## config.mk

```make
export PLATFORM = sky130hd
export DESIGN_NAME = mmio_uart_tx
export DESIGN_NICKNAME = d
export VERILOG_FILES = /design/src/rtl/mmio_uart_tx.sv
export SDC_FILE = /design/constraint.sdc
export NUM_CORES = 1
export LEC_CHECK = 0
export BUFFER_PORTS_ARGS = -buffer_cell sky130_fd_sc_hd__buf_4
export CAP_MARGIN = 10
export CORE_ASPECT_RATIO = 0.6
export CORE_MARGIN = 4
export CORE_UTILIZATION = 25
export DETAILED_ROUTE_END_ITERATION = 10
export PLACE_DENSITY_LB_ADDON = 0.08
export SYNTH_ARGS = -nofsm -noshare
export SYNTH_HDL_FRONTEND = slang
export SYNTH_SLANG_ARGS = --single-unit
```

## constraint.sdc

```tcl
create_clock -name clk -period 5.8 [get_ports clk]
set_clock_uncertainty 0.2 [all_clocks]
set_input_delay 0.58 -clock clk [delete_from_list [all_inputs] [get_ports clk]]
set_output_delay 0.58 -clock clk [all_outputs]
set_load 0.005 [all_outputs]
```

## src/rtl/mmio_uart_tx.sv

```systemverilog
`default_nettype none
// mmio_uart_tx: memory-mapped UART transmitter (DATA/STATUS registers, TX FIFO, 8N1 baud-timed shifter).
// Optional macro UART_TX_PARITY_EN adds an even-parity bit between the data bits and the stop bit.
module mmio_uart_tx #(
  parameter int CLK_FREQ_HZ = 12000000,
  parameter int BAUD        = 115200,
  parameter int FIFO_DEPTH  = 4
) (
  input  logic        clk,
  input  logic        resetn,
  input  logic        io_addr,
  input  logic [31:0] io_wdata,
  input  logic        io_wstrb,
  input  logic        io_rstrb,
  output logic [31:0] io_rdata,
  output logic        tx_busy,
  output logic        TXD
);

  localparam int CLKS_PER_BIT = CLK_FREQ_HZ / BAUD;
  localparam int AW           = $clog2(FIFO_DEPTH);
  localparam int PW           = AW + 1;
  localparam int CW           = $clog2(CLKS_PER_BIT);

`ifdef UART_TX_PARITY_EN
  typedef enum logic [2:0] {IDLE, START, DATA, PARITY, STOP} state_t;
`else
  typedef enum logic [2:0] {IDLE, START, DATA, STOP} state_t;
`endif

  state_t          state;
  logic [CW-1:0]   cnt;
  logic [2:0]      bit_idx;
  logic [7:0]      shreg;
  logic [7:0]      mem [FIFO_DEPTH];
  logic [PW-1:0]   wr_ptr;
  logic [PW-1:0]   rd_ptr;
  logic            overflow;
`ifdef UART_TX_PARITY_EN
  logic            par;
`endif

  logic            full;
  logic            empty;
  logic            cnt_last;
  logic            data_wr;
  logic            push;
  logic            drop;
  logic            status_rd;
  logic [PW-1:0]   count;
  logic [31:0]     count_wide;
  logic [2:0]      count_sat;
  logic            unused_wdata;

  assign full       = (wr_ptr[AW] != rd_ptr[AW]) && (wr_ptr[AW-1:0] == rd_ptr[AW-1:0]);
  assign empty      = (wr_ptr == rd_ptr);
  assign cnt_last   = (cnt == CW'(CLKS_PER_BIT - 1));
  assign data_wr    = io_wstrb && !io_addr;
  // Overflow is judged on the pre-edge full flag, so a same-edge pop cannot rescue the store.
  assign push       = data_wr && !full;
  assign drop       = data_wr && full;
  assign status_rd  = io_rstrb && io_addr;
  assign count      = wr_ptr - rd_ptr;
  assign count_wide = 32'(count);
  assign count_sat  = (count_wide > 32'd7) ? 3'd7 : count_wide[2:0];
  assign unused_wdata = ^io_wdata[31:8];

  always_ff @(posedge clk) begin
    if (push) mem[wr_ptr[AW-1:0]] <= io_wdata[7:0];
  end

  always_ff @(posedge clk) begin
    if (!resetn) begin
      state    <= IDLE;
      TXD      <= 1'b1;
      cnt      <= '0;
      bit_idx  <= '0;
      shreg    <= '0;
      wr_ptr   <= '0;
      rd_ptr   <= '0;
      overflow <= 1'b0;
      io_rdata <= '0;
      tx_busy  <= 1'b0;
`ifdef UART_TX_PARITY_EN
      par      <= 1'b0;
`endif
    end else begin
      if (push) wr_ptr <= wr_ptr + PW'(1);

      // A set on the same edge as a STATUS read wins over the clear.
      if (drop)           overflow <= 1'b1;
      else if (status_rd) overflow <= 1'b0;

      if (io_rstrb)
        io_rdata <= io_addr ? {26'b0, count_sat, overflow, tx_busy, full} : 32'b0;

      tx_busy <= !empty || (state != IDLE);

      case (state)
        IDLE: begin
          TXD <= 1'b1;
          cnt <= '0;
          if (!empty) begin
            shreg  <= mem[rd_ptr[AW-1:0]];
`ifdef UART_TX_PARITY_EN
            par    <= ^mem[rd_ptr[AW-1:0]];
`endif
            rd_ptr <= rd_ptr + PW'(1);
            TXD    <= 1'b0;
            state  <= START;
          end
        end
        START: begin
          if (cnt_last) begin
            cnt     <= '0;
            TXD     <= shreg[0];
            shreg   <= shreg >> 1;
            bit_idx <= '0;
            state   <= DATA;
          end else begin
            cnt <= cnt + CW'(1);
          end
        end
        DATA: begin
          if (cnt_last) begin
            cnt <= '0;
            if (bit_idx == 3'd7) begin
`ifdef UART_TX_PARITY_EN
              TXD   <= par;
              state <= PARITY;
`else
              TXD   <= 1'b1;
              state <= STOP;
`endif
            end else begin
              TXD     <= shreg[0];
              shreg   <= shreg >> 1;
              bit_idx <= bit_idx + 3'd1;
            end
          end else begin
            cnt <= cnt + CW'(1);
          end
        end
`ifdef UART_TX_PARITY_EN
        PARITY: begin
          if (cnt_last) begin
            cnt   <= '0;
            TXD   <= 1'b1;
            state <= STOP;
          end else begin
            cnt <= cnt + CW'(1);
          end
        end
`endif
        STOP: begin
          if (cnt_last) begin
            cnt   <= '0;
            state <= IDLE;
          end else begin
            cnt <= cnt + CW'(1);
          end
        end
        default: begin
          state <= IDLE;
          TXD   <= 1'b1;
          cnt   <= '0;
        end
      endcase
    end
  end

endmodule
`default_nettype wire

```

### Word level (Yosys, flattened, before mapping)

Memory sizes are Yosys's and may differ from the RTL's. A register that Yosys moved wholly into a read port is not among the register bits.
Index checks and enable logic that the tools add are counted.
W data, S select, Z words.

* word-level logic and storage cells: 83
* RAM bits: 32
* memories kept: 1
* bits in registers: 62

* $add $sub $neg: 5
* eq/ne operators: 14
* reduce and logical (&&, ||, !) cells: 21
* order comparisons: 1
* bitwise operators: 4
* mux-type cells: 27

Memory list
* mem: words 4, bits a word 8, read ports 1, clocked after Yosys merged registers in 1, wr ports 1, RTL line 35 `logic [7:0] mem [FIFO_DEPTH];`

Operators with widths (count)
* $mux W8: 4
* $mux W3: 8
* $pmux W8 S3: 1
* $ne A2 B2 Y1 const B: 6
* $pmux W3 S4: 1
* $reduce_and A5 Y1: 2
* $add A3 B1 Y3 const B: 3
* $mux W1: 8
* $add A7 B1 Y7 const B: 1
* $eq A7 B7 Y1 const B: 1
* $eq A3 B2 Y1 const B: 2
* $mux W6: 1
* $pmux W3 S2: 1
* $reduce_bool A3 Y1: 2
* $reduce_or A3 Y1: 2
* $logic_and A1 B1 Y1: 5
* $mux W2: 2
* $not A1 Y1: 4
* $pmux W1 S4: 1
* $reduce_and A4 Y1: 1
* $reduce_bool A2 Y1: 2
* $eq A3 B1 Y1 const B: 1
* $eq A3 B3 Y1: 1
* $eq A3 B3 Y1 const B: 1
* 9 further kinds: 11

### Longest topological paths before layout

* word-level depth: 6
* depth in mapped cells: 8
* gate-level depth less buffers: 7

### Worst setup path after synthesis

OpenSTA, ideal clock, no wires.

* kind: flip-flop to flip-flop
* from: register bit_idx[0]
* to: register shreg[5]
* setup slack: 3.712 ns
* data required time: 5.526 ns
* arrival: 1.814 ns
* cell stages (with the launch flop): 9
* library setup time: 0.074 ns
* clock period less this slack: 2.088 ns
* buffers on the path: 1
* path through: dfxtp_1 > ha_1 > ha_1 > nor4b_4 > nand2_1 > a221oi_4 > buf_6 > nand3_1 > o21ai_0

* longest elaborated chain between the ends: 3

Ends and longest elaborated chain
* from (decl): RTL line 33 `logic [2:0] bit_idx;`
* from (signal assigned): RTL line 138 `bit_idx <= bit_idx + 3'd1;`
* $eq A3 B3 Y1: RTL line 127 `if (bit_idx == 3'd7) begin`
* $ne A2 B2 Y1 (no line)
* $reduce_and A5 Y1 (no line)
* to (signal assigned): RTL line 104 `shreg <= mem[rd_ptr[AW-1:0]];`
* to (signal assigned): RTL line 117 `shreg <= shreg >> 1;`
* to (signal assigned): RTL line 137 `shreg <= shreg >> 1;`
* to (decl): RTL line 34 `logic [7:0] shreg;`

Every way passes these cells.
A chain may end at the register's enable or synchronous reset.

### Worst setup path in the final report

* from: register wr_ptr[0]
* to: memory mem[2][1] (enable)

* longest elaborated chain between the ends: 6

Ends and longest elaborated chain
* from (decl): RTL line 36 `logic [PW-1:0] wr_ptr;`
* from (signal assigned): RTL line 88 `if (push) wr_ptr <= wr_ptr + PW'(1);`
* $eq A2 B2 Y1: RTL line 55 `assign full = (wr_ptr[AW] != rd_ptr[AW]) && (wr_ptr[AW-1:0] == rd_ptr[AW-1:0]);`
* $logic_and A1 B1 Y1: RTL line 55
* $logic_not A1 Y1: RTL line 60 `assign push = data_wr && !full;`
* $logic_and A1 B1 Y1: RTL line 60
* $mux W1: RTL line 69 `if (push) mem[wr_ptr[AW-1:0]] <= io_wdata[7:0];`
* $mux W1 (not written as such): RTL line 69
* to (decl): RTL line 35

Parallel ways exist; a longest one is shown, timed or not.

==> results.cfg <==
[synthesis]
synth_ff_type = dfxtp_1
async_reset_ff_share_pct = 0
yosysSeqAreaShare_pct = 51.9
synth-edff-count = 32
yosysWarnings = 0
syn_area_per_cell_um2 = 11.6
synthMuxAreaShare_pct = 8.52
ys_types = 40
synthSimpleGateAreaFrac_pct = 13.8
synth_adder_area_share_pct = 6.34
synth_top_family_by_area = simple AND/OR/NAND/NOR gates
netlist_area_mm2 = 0.00328
ys_ff_latch = 69
synthXorXnorAreaFrac_pct = 3.21
synth_compound_area_share_pct = 7.41
syn_inst = 282

[cts]
post_cts_buffers = 0
clkSlewWorstSetupHoldPaths_ns = 0.06
cts_tree = done
cts_sinks = 69
ctsLongestPathBuffers = 2
clk_latency_ns = 0.33
htreeDepth = 3
tritoncts.num_buffers = 9
root_buffer = clkbuf_16
cts_resized = 0
postCtsHoldBufs = 0

[sta]
setup_viol = 0
layout_setup_ws_ns = 3.30
tightest_slew_ns = 0.626
holdWs_ns = 0.254
slew_violations = 0
min_period_ns = 2.50
max_freq_mhz = 400
hold_viol_final = 0
min_period_over_period_pct = 43.1
rsz0062_at_grt = no
slew-limit-headroom_pct = 58.2
tns_ns = 0

[global_route]
grt_pass1_vias = 1951
grtUsageTotal_pct = 9.32
grtUsageMet2_pct = 12.0
gr-usage-met1_pct = 14.2
grt-busiest-layer = met1
met3_usage_pct = 3.08
overflow = 0
grt_max_degree = 41
grt_pass1_wl_um = 10700
antenna_found_initial = 0

[placement]
place.detailed.hpwl_um = 4620
dp_slack_ns = 3.23
gp_congestion = 0.701
portBuffers = 20

[final_layout]
antenna_cells = 0
nFillCells = 1346
layout_commonest_cell = dfxtp_1
layout-drive-gt1-share_pct = 17.6
finalNetCount = 354
syn2layout_area_growth_pct = 14.9
fin_util_pct = 29.4
layout_common_cells = dfxtp_1 (37), edfxtp_1 (32), conb_1 (26)

[setup_path]
critPathTopFamily = simple AND/OR/NAND/NOR gates
cp_max_fo = 8
required_ns = 5.56
cp-end-kind = flip-flop
crit_chain = inv_1 > ha_1 > a31oi_1 > and2_1
critPathLaunchType = flip-flop
path_buf_inv = 1
crit_type = flip-flop to flip-flop
crit_arrival_ns = 2.26
cpMaxStageDelayCell = and2_1
crit_path_max_incr_delay_ns = 0.56

[pwr]
p_leak_nw = 1.37
irDropWorstVdd_uv = 147
p_per_area_mw_per_mm2 = 401
p_total_mw = 1.51

[drt]
drc = 0
wire_per_inst_um = 13.7
drt_first_iter_violations = 78
firstDrtPassIters = 4
routed_wl_um = 6510
vias = 1986
viasPerCell = 4.17
ant_nets = 0

[die]
die_y_um = 96.7
die_width_um = 156
fp-row-count = 32
pin_count = 71
core_mm2 = 0.0128
dieArea_mm2 = 0.0151
initial_core_util_pct = 25.6

[run_status]
status = finished, final reports clean

[hold_path]
hold_class = input pin to flip-flop

[run]
max_cap_viol_count = 0
synthesized netlist by cell type, types with 8 or more instances:
cell / n / area [um2]
and2_1: 14 / 87.6
buf_4: 26 / 195
dfxtp_1: 37 / 741
edfxtp_1: 32 / 961
ha_1: 15 / 188
inv_1: 10 / 37.5
mux4_2: 8 / 180
nand2_1: 18 / 67.6
nand3_1: 15 / 75.1
nor2_1: 16 / 60.1
o21ai_0: 14 / 70.1
worst register-to-register path, cell delays in order (launching register included):
cell	delay, ns
dfxtp_1	0.35
inv_1	0.11
ha_1	0.38
a31oi_1	0.52
and2_1	0.56
per-stage QoR:
step                      instances  instance area, um2
after global placement          460                3480
after global routing            476                3760
after floorplan                 307                3370
after detailed placement        460                3480
after CTS                       476                3760
final                           476                3760
worst paths after layout:
check / start / to / slack (ns) / cells after the start
worst min register to register: cnt[0] / cnt[0] / 0.26 / 1
worst min-delay path: io_wdata[6] / mem[1][6] / 0.25 / 1
worst max register to register: wr_ptr[0] / mem[2][1] / 3.30 / 4
worst max-delay path: wr_ptr[0] / mem[2][1] / 3.30 / 4
logic make-up (layout without fill, tap and decap cells):
family	after synthesis	count (layout)
AND/OR/NAND/NOR	85	85
multiplexers	17	17
flip-flops	69	69
XOR/XNOR	12	12
other	1	26
adder cells (fa/ha/maj)	16	16
buffers and inverters	47	46
AO/OA/AOI/OAI	35	35
report_power, final:
part           internal (mW)  switching [mW]  total, mW
combinational          0.188           0.212      0.400
sequential             0.559          0.0440      0.603
clock                  0.299           0.208      0.507
registers in the layout, summed over array words and instances, names as in the netlist, named ones only:
name,count
TXD,1
bit_idx,3
cnt,7
io_rdata,6
mem,32
overflow,1
rd_ptr,3
shreg,8
state,2
tx_busy,1
wr_ptr,3
cell type report:
| cell class | count | area (um2) | share of cell area [%] |
|---|---|---|---|
| inverter | 10 | 37.5 | 0.998 |
| sequential | 69 | 1700 | 45.2 |
| clock buffer | 10 | 239 | 6.35 |
| timing repair buffer | 20 | 150 | 3.99 |
| tap | 170 | 213 | 5.65 |
| clock inverter | 6 | 38.8 | 1.03 |
| multi-input combinational | 191 | 1380 | 36.7 |
per-layer routing:
layer	part of all wire, %	vias up
li1	-	979
met4	1.4	0
met5	0	-
met1	55	950
met3	4.3	11
met2	39	46
(Power assumes the default switching activity.)
